$ cat src/rtl/vga_pkg.sv
// Shared definitions for the VGA image RAM path: default bus widths,
// the response tag carried alongside each RAM access, and the CPU request record.
package vga_pkg;

  localparam int VGA_ADDR_W = 18;
  localparam int VGA_DATA_W = 32;

  // Identifies who (if anyone) owns the read data returning from the RAM
  typedef enum logic [1:0] {
    TAG_NONE   = 2'd0,
    TAG_DISP   = 2'd1,
    TAG_CPU_RD = 2'd2
  } tag_t;

  // One buffered processor load/store request
  typedef struct packed {
    logic                  we;
    logic [VGA_ADDR_W-1:0] addr;
    logic [VGA_DATA_W-1:0] wdata;
  } cpu_req_t;

endpackage

$ cat src/rtl/req_fifo.sv
// Small synchronous FIFO holding queued CPU requests.
// Pointers carry one extra wrap bit so full and empty are told apart by the MSB.
module req_fifo #(
  parameter int WIDTH = 51,
  parameter int DEPTH = 4
) (
  input  logic             clk,
  input  logic             rst,
  input  logic             push,
  input  logic [WIDTH-1:0] din,
  input  logic             pop,
  output logic [WIDTH-1:0] dout,
  output logic             full,
  output logic             empty
);

  localparam int IDX_W = $clog2(DEPTH);
  localparam int PTR_W = IDX_W + 1;

  logic [WIDTH-1:0] mem [DEPTH];
  logic [PTR_W-1:0] wr_ptr;
  logic [PTR_W-1:0] rd_ptr;
  logic             do_push;
  logic             do_pop;

  assign do_push = push && !full;
  assign do_pop  = pop && !empty;

  assign empty = (wr_ptr == rd_ptr);
  assign full  = (wr_ptr[PTR_W-1] != rd_ptr[PTR_W-1]) &&
                 (wr_ptr[IDX_W-1:0] == rd_ptr[IDX_W-1:0]);
  assign dout  = mem[rd_ptr[IDX_W-1:0]];

  // Advance read/write pointers; reset discards everything queued
  always_ff @(posedge clk or negedge rst) begin
    if (!rst) begin
      wr_ptr <= '0;
      rd_ptr <= '0;
    end else begin
      if (do_push) wr_ptr <= wr_ptr + 1'b1;
      if (do_pop)  rd_ptr <= rd_ptr + 1'b1;
    end
  end

  // Storage array needs no reset since the pointers define what is valid
  always_ff @(posedge clk) begin
    if (do_push) mem[wr_ptr[IDX_W-1:0]] <= din;
  end

endmodule

$ cat src/rtl/image_ram_arbiter.sv
// Shares the single-port image RAM between the display fetcher and the CPU.
// Display reads always win; CPU requests queue in order and use idle cycles.
module image_ram_arbiter
  import vga_pkg::*;
#(
  parameter int ADDR_W       = VGA_ADDR_W,
  parameter int DATA_W       = VGA_DATA_W,
  parameter int FIFO_DEPTH   = 4,
  parameter int RAM_LAT      = 1,
  parameter int STARVE_LIMIT = 1024
) (
  input  logic              clk,
  input  logic              rst,
  input  logic              disp_req,
  input  logic [ADDR_W-1:0] disp_addr,
  output logic              disp_rvalid,
  output logic [DATA_W-1:0] disp_rdata,
  input  logic              cpu_valid,
  output logic              cpu_ready,
  input  logic              cpu_we,
  input  logic [ADDR_W-1:0] cpu_addr,
  input  logic [DATA_W-1:0] cpu_wdata,
  output logic              cpu_rvalid,
  output logic [DATA_W-1:0] cpu_rdata,
  output logic [ADDR_W-1:0] ram_addr,
  output logic              ram_we,
  output logic [DATA_W-1:0] ram_wdata,
  input  logic [DATA_W-1:0] ram_rdata,
  output logic              cpu_starve,
  output logic [15:0]       starve_cnt
);

  localparam int          REQ_W     = 1 + ADDR_W + DATA_W;
  localparam logic [15:0] STARVE_TH = 16'(STARVE_LIMIT);

  logic              ready_q;
  logic              fifo_full;
  logic              fifo_empty;
  logic              push;
  logic              pop;
  logic [REQ_W-1:0]  push_word;
  logic [REQ_W-1:0]  head_word;
  logic              head_we;
  logic [ADDR_W-1:0] head_addr;
  logic [DATA_W-1:0] head_wdata;
  logic [ADDR_W-1:0] last_addr;
  tag_t              issue_tag;
  tag_t              tag_pipe [RAM_LAT];

  // ready_q keeps the CPU port closed while in reset and for the release cycle
  assign cpu_ready = ready_q && !fifo_full;
  assign push      = cpu_valid && cpu_ready;
  assign push_word = {cpu_we, cpu_addr, cpu_wdata};
  assign {head_we, head_addr, head_wdata} = head_word;
  assign pop       = !disp_req && !fifo_empty;

  req_fifo #(
    .WIDTH (REQ_W),
    .DEPTH (FIFO_DEPTH)
  ) u_req_fifo (
    .clk   (clk),
    .rst   (rst),
    .push  (push),
    .din   (push_word),
    .pop   (pop),
    .dout  (head_word),
    .full  (fifo_full),
    .empty (fifo_empty)
  );

  // Pick this cycle's RAM access: display first, else FIFO head, else hold address
  always_comb begin
    ram_addr  = last_addr;
    ram_we    = 1'b0;
    ram_wdata = head_wdata;
    issue_tag = TAG_NONE;
    if (disp_req) begin
      ram_addr  = disp_addr;
      issue_tag = TAG_DISP;
    end else if (!fifo_empty) begin
      ram_addr  = head_addr;
      ram_we    = head_we;
      issue_tag = head_we ? TAG_NONE : TAG_CPU_RD;
    end
  end

  // Open the CPU port one cycle after reset release
  always_ff @(posedge clk or negedge rst) begin
    if (!rst) ready_q <= 1'b0;
    else      ready_q <= 1'b1;
  end

  // Remember the last driven address so an idle RAM sees a stable bus
  always_ff @(posedge clk or negedge rst) begin
    if (!rst) last_addr <= '0;
    else      last_addr <= ram_addr;
  end

  // Tag shift register matching the RAM read latency; reset drops in-flight reads
  always_ff @(posedge clk or negedge rst) begin
    if (!rst) begin
      for (int i = 0; i < RAM_LAT; i++) tag_pipe[i] <= TAG_NONE;
    end else begin
      tag_pipe[0] <= issue_tag;
      for (int i = 1; i < RAM_LAT; i++) tag_pipe[i] <= tag_pipe[i-1];
    end
  end

  assign disp_rvalid = (tag_pipe[RAM_LAT-1] == TAG_DISP);
  assign cpu_rvalid  = (tag_pipe[RAM_LAT-1] == TAG_CPU_RD);
  assign disp_rdata  = ram_rdata;
  assign cpu_rdata   = ram_rdata;

  // Count consecutive cycles a queued CPU request is blocked by the display
  always_ff @(posedge clk or negedge rst) begin
    if (!rst) begin
      starve_cnt <= '0;
    end else if (fifo_empty || pop) begin
      starve_cnt <= '0;
    end else if (disp_req && (starve_cnt != 16'hFFFF)) begin
      starve_cnt <= starve_cnt + 16'd1;
    end
  end

  // Registered starvation flag derived from the counter
  always_ff @(posedge clk or negedge rst) begin
    if (!rst) cpu_starve <= 1'b0;
    else      cpu_starve <= (starve_cnt >= STARVE_TH);
  end

endmodule

$ cat config.mk
export PLATFORM = sky130hd
export DESIGN_NAME = image_ram_arbiter
export DESIGN_NICKNAME = d
export VERILOG_FILES = /design/src/rtl/vga_pkg.sv /design/src/rtl/req_fifo.sv /design/src/rtl/image_ram_arbiter.sv
export SDC_FILE = /design/constraint.sdc
export NUM_CORES = 1
export LEC_CHECK = 0
export ABC_AREA = 0
export CORE_AREA = 8 8 183 142
export CTS_CLUSTER_SIZE = 25
export DETAILED_ROUTE_END_ITERATION = 6
export DIE_AREA = 0 0 191 150
export PLACE_DENSITY = 0.79
export SLEW_MARGIN = 20
export SYNTH_ARGS = -nofsm -noshare
export SYNTH_HDL_FRONTEND = slang
export SYNTH_HIERARCHICAL = 1
export SYNTH_SLANG_ARGS = --single-unit
export TNS_END_PERCENT = 5
$ cat constraint.sdc
create_clock -name clk -period 5.45 [get_ports clk]
set_clock_uncertainty 0.2 [all_clocks]
set_input_delay 1.09 -clock clk [delete_from_list [all_inputs] [get_ports clk]]
set_output_delay 1.09 -clock clk [all_outputs]
set_load 0.03 [all_outputs]
* Word-level counts from Yosys, hierarchy flattened
Memories as Yosys holds them, arrays and structs flattened.
Index checks and enable logic that the tools add are counted.
** Storage, ports and cells
- Register bits :: 44
- Bits in writable memories :: 204
- Input bits :: 105
- Output and inout bits :: 135
- Word-level logic and storage cells :: 41
- Memories kept :: 1
** Cells by class
- $add $sub $neg :: 3
- $lt $le $gt $ge :: 1
- Equality and inequality tests :: 6
- Multiplexer cells :: 11
- Reduce and logical (&&, ||, !) cells :: 12
** Memory list
- u_req_fifo.mem :: words 4, bits a word 51, read ports 1, clocked after memory_dff 0, write ports 1, line req_fifo.sv:20 : logic [WIDTH-1:0] mem [DEPTH];
** Operator list (count)
- $mux 18 :: 2
- $mux 16 :: 2
- $add 16x1->16 const B :: 1
- $ge 16x11->1 const B :: 1
- $ne 16x16->1 const B :: 1
- $logic_and 1x1->1 :: 7
- $add 3x1->3 const B :: 2
- $mux 2 :: 3
- $mux 1 :: 4
- $eq 3x3->1 :: 1
- $logic_not 1->1 :: 3
- $eq 2x1->1 const B :: 1
- $eq 2x2->1 :: 1
- $eq 2x2->1 const B :: 1
- $reduce_bool 2->1 :: 1
- $logic_or 1x1->1 :: 1
- $ne 1x1->1 :: 1

* Longest topological paths before layout
- Depth in word-level cells :: 8
- Gate-level depth with buffers :: 9
- Mapped depth without buffers :: 8

* Cells and area by module
Netlist, hierarchy kept.
** By module, submodules not included
- req_fifo :: instances 1, cells an instance 315, area each 7856.3 µm², sequential area each 6276.0 µm²
- image_ram_arbiter :: instances 1, cells an instance 250, area each 2346.0 µm², sequential area each 950.9 µm²

* Least setup slack after synthesis
No wires, ideal clock.
- Path kind :: flip-flop to flip-flop
- Start :: register u_req_fifo.rd_ptr[0]
- End :: memory u_req_fifo.mem[3][0], enable pin
- Setup time :: 433 ps
- Arrival time :: 3327 ps
- Data required time :: 4817 ps
- Path slack :: 1489 ps
- Cell stages (with the launch flop) :: 9
- Path buffers :: 1
- Period minus slack after synthesis :: 3961 ps
- Path through :: dfrtp_1 buf_4 xnor2_2 nand3_2 inv_1 nor2b_1 and2_1 nand2_1 a31oi_2
** On the way
- Cells in the longest elaborated chain, start to end :: 8
** Ends and longest elaborated chain
- start, declared :: line req_fifo.sv:22 : logic [PTR_W-1:0] rd_ptr;
- start signal, assigned :: line req_fifo.sv:41 : if (do_pop) rd_ptr <= rd_ptr + 1'b1;
- $eq 2x2->1 :: line req_fifo.sv:31 : (wr_ptr[IDX_W-1:0] == rd_ptr[IDX_W-1:0]);
- $logic_and 1x1->1 :: line req_fifo.sv:30 : assign full = (wr_ptr[PTR_W-1] != rd_ptr[PTR_W-1]) &&
- named net fifo_full :: line image_ram_arbiter.sv:37 : logic fifo_full;
- $logic_not 1->1 :: line image_ram_arbiter.sv:51 : assign cpu_ready = ready_q && !fifo_full;
- $logic_and 1x1->1 :: line image_ram_arbiter.sv:51
- named net cpu_ready :: line image_ram_arbiter.sv:19 : output logic cpu_ready,
- $logic_and 1x1->1 :: line image_ram_arbiter.sv:52 : assign push = cpu_valid && cpu_ready;
- named net push :: line image_ram_arbiter.sv:39 : logic push;
- $logic_and 1x1->1 :: line req_fifo.sv:26 : assign do_push = push && !full;
- $mux 1 :: line req_fifo.sv:47 : if (do_push) mem[wr_ptr[IDX_W-1:0]] <= din;
- $mux 1 (not written as such) :: line req_fifo.sv:47
- end, declared :: line req_fifo.sv:20
The timed path passes the listed nets, and every way through them passes these cells.

* Worst setup path in the final report
- Start :: register u_req_fifo.rd_ptr[1]
- End :: output port ram_addr[4]
** On the way
- Cells in the longest elaborated chain, start to end :: 3
- Elaborated cells on any way between the ends :: 4
- Those cells by class :: 1 x eq/ne; 2 x mux; 1 x memory
** Ends and longest elaborated chain
- $eq 3x3->1 :: line req_fifo.sv:29 : assign empty = (wr_ptr == rd_ptr);
- named net fifo_empty :: line image_ram_arbiter.sv:38 : logic fifo_empty;
- $mux 18 :: line image_ram_arbiter.sv:80 : end else if (!fifo_empty) begin
- $mux 18 :: line image_ram_arbiter.sv:77 : if (disp_req) begin
- end, declared :: line image_ram_arbiter.sv:25 : output logic [ADDR_W-1:0] ram_addr,
The timed path passes the listed nets, and every way through them passes these cells.

==> summary.txt <==
outcome: finished, final reports clean
Hold Path Origin: starve_cnt[6]
router iterations before antenna repair: 4
buffer and inverter count on the worst path: 2
number of buffers between clock root and the deepest sink: 3
Initial Util: 43.9%
flip-flop and latch count after synthesis: 248
cell area reported after detailed placement: 0.0115 mm2
fraction of final layout cells sized beyond drive strength 1: 17.4%
r2r endpoint: u_req_fifo/mem[0][40]
proportion of register bits with asynchronous set or reset after synthesis: 17.7%
Leak: 4.18 nW
cts bufs inserted: 25
DIE AREA: 0.0287 mm2
number of antenna violations at the first check in global routing: 0
number of pins exceeding their max-slew limit in the final report: 0
overall power consumption: 6.49 mW
Synth Warn #: 6
number of endpoints with negative hold slack in the final report: 0
post-synth cell types: 46
final wirelength: 23500 um
post-detailed-route DRC marker count: 0
kind of capture point of the worst setup path: primary output
layer with the highest usage after global routing: met2
Hold Crit Depth: 1
clock-pin slew of the registers on the worst-case setup and hold paths: 0.06 ns
largest cells by area after synthesis: edfxtp_1, mux4_2, dfrtp_1
standard cell with the maximum stage delay on the critical path: dfrtp_2
maximum operating frequency: 0.211 GHz
most used standard cell by instance count after synthesis: edfxtp_1
clock tree from TritonCTS: yes
clock tree root driver cell: clkbuf_16
top-area cell type share of the netlist area: 60.0%
final worst path period need: 4.74 ns
Post-CTS Setup Bufs: 0
latest clock arrival within the worst-skew pair: 0.52 ns
worst slew pin tran: 1.03 ns
total routing resource utilization after global routing: 16.1%
Max-Cap Viols: 0
Final Non-Filler Cells: 984
Final ANT Viol Nets: 0
y dimension of the die: 150 um
cell taking the most area after synthesis: edfxtp_1
number of vias per cell after detailed routing: 5.48
number of placed I/O pins: 240
launching element type of the critical path: flop
type of the most critical hold path: reg2reg
Ant. Diodes: 0
setup repair after global routing missed its margin: false
final critical-path share of the clock period: 87.0%
layout overhead on the synthesized area: 21.2%
worst r2r src: u_req_fifo/rd_ptr[0]
Register-to-Register Setup Slack: 1.35 ns
data arrival time of the critical path: 3.45 ns
syn_nets: 677
placement row count: 49
floorplan core area: 0.0232 mm2
number of instances in the synthesized netlist: 565
Sink Count: 248
met3 Usage GRT: 4.70%
most used standard cells in the synthesized netlist: edfxtp_1, buf_4, mux4_2
Netlist Area Pre-Place: 0.0102 mm2
Port Buffers: 143
via count: 5391
count of instances resized after the clock tree is built: 0
cts-stage hold buffer count: 0
cell area after layout: 0.0124 mm2
class of the most critical setup path: reg2out
fin nets: 772
Seq/Total Area, Yosys: 70.8%
biggest cell delay along the critical path: 0.89 ns
cell count of the worst reg-to-reg path: 8
global-route met2 utilization: 25.8%
number of instances in the placed design: 939
Wirelength per Cell: 23.8 um
CP Cell Sequence: xor2_1 -> nor3_2 -> buf_4 -> mux2i_1 -> o21ai_0 -> clkdlybuf4s50_1
dominant register cell in the synthesized netlist: edfxtp_1
critical path's top delay family: buffers and inverters
count of flip-flops with a built-in enable after synthesis: 204
worst path required time: 4.16 ns
horizontal die dimension: 191 um
iteration-0 DRC count of the detailed router: 364
overflow left after global routing: 0
largest net degree at the start of global routing: 45
VDD IR max: 0.416 mV
global-route wire length before repair: 35000 um
CP max FO: 34
total power density per cell area: 525 mW/mm2
number of global-route vias before repair: 5715
GPL Wtd Cong: 0.756
max-slew headroom at the worst pin: 31.4%
H-tree depth reported by CTS: 1
met1 capacity usage during global routing: 19.8%
synthesized area per cell: 18.1 um2
Hold EP: starve_cnt[6]
post-detailed-placement half-perimeter wirelength: 15600 um
setup tns final: 0 ns
number of failing setup endpoints in the final timing report: 0
==> per-stage QoR <==
step           hold slack, ns  worst slack [ns]  util (%)
2_1_floorplan           0.353              1.49         -
3_3_place_gp            0.342              1.29      49.6
3_5_place_dp            0.361              1.16      49.6
4_1_cts                 0.375             0.616      53.2
5_1_grt                 0.416             0.455      53.2
6_report                0.383             0.709      53.2
==> placed cells by master, fill, tap and decap left out, drive strengths merged, types with 2 or more instances in the layout <==
master           n
xor2             4
dfrtp           44
nor3             6
and2             2
bufinv           5
a31oi            8
o31ai           10
xnor2            5
nand2b           3
clkbuf          32
inv              8
mux2i           20
nor2b            4
o21a             2
o21ai           22
clkdlybuf4s50  141
and3             7
nand3            5
nor4             3
nor2             5
or4              5
ha               7
nand2           32
edfxtp         204
clkinv           6
a211oi           2
mux4            51
or3              3
buf             11
nand4            3
a21oi           11
==> cell type report <==
type / count / area, um2
inverters: 7 / 26.3
clock buffers: 32 / 652
clock inverters: 13 / 196
fillers: 1803 / 10900
well taps: 306 / 383
repair buffers: 152 / 1500
multi-input cells: 226 / 2380
flip-flops and latches: 248 / 7230
==> per-layer routing <==
layer	up-vias	part of all wire [%]
met5	-	0
met2	222	47
met1	2745	39
met3	79	8.5
li1	2345	-
met4	0	5.2
==> worst max-delay path by stage <==
stage / from / endpoint / slack [ns] / cells after the start
6_report: u_req_fifo/rd_ptr[1] / ram_addr[4] / 0.71 / 6
5_1_grt: u_req_fifo/rd_ptr[1] / ram_addr[4] / 0.45 / 6
4_1_cts: u_req_fifo/rd_ptr[1] / ram_addr[12] / 0.62 / 6
3_5_place_dp: u_req_fifo/rd_ptr[1] / ram_addr[7] / 1.16 / 6
3_3_place_gp: u_req_fifo/rd_ptr[0] / u_req_fifo/mem[0][12] / 1.29 / 8
2_1_floorplan: u_req_fifo/rd_ptr[0] / u_req_fifo/mem[3][0] / 1.49 / 8
==> state kept, by name (all words and copies together), names as in the netlist <==
signal,count
u_req_fifo/mem,204
last_addr,18
u_req_fifo/rd_ptr,3
ready_q,1
u_req_fifo/wr_ptr,3
tag_pipe,2
starve_cnt,16
cpu_starve,1
==> cells by family after synthesis <==
family	Yosys count	synth area share, %
other cells	1	0.0368
compound gates	57	3.54
buf+inv	91	6.03
xor+xnor	9	0.993
flops	248	70.8
simple gates	81	4.48
mux	71	13.2
fa+ha+maj	7	0.858
==> power by group <==
part           switching [mW]  internal [mW]  total, mW  leakage, nW
clock network           0.693           1.08       1.78        0.408
registers               0.205           2.35       2.55         2.41
logic                    1.20          0.963       2.16         1.37
total                    2.10           4.39       6.49         4.18
(Power assumes the default switching activity.)
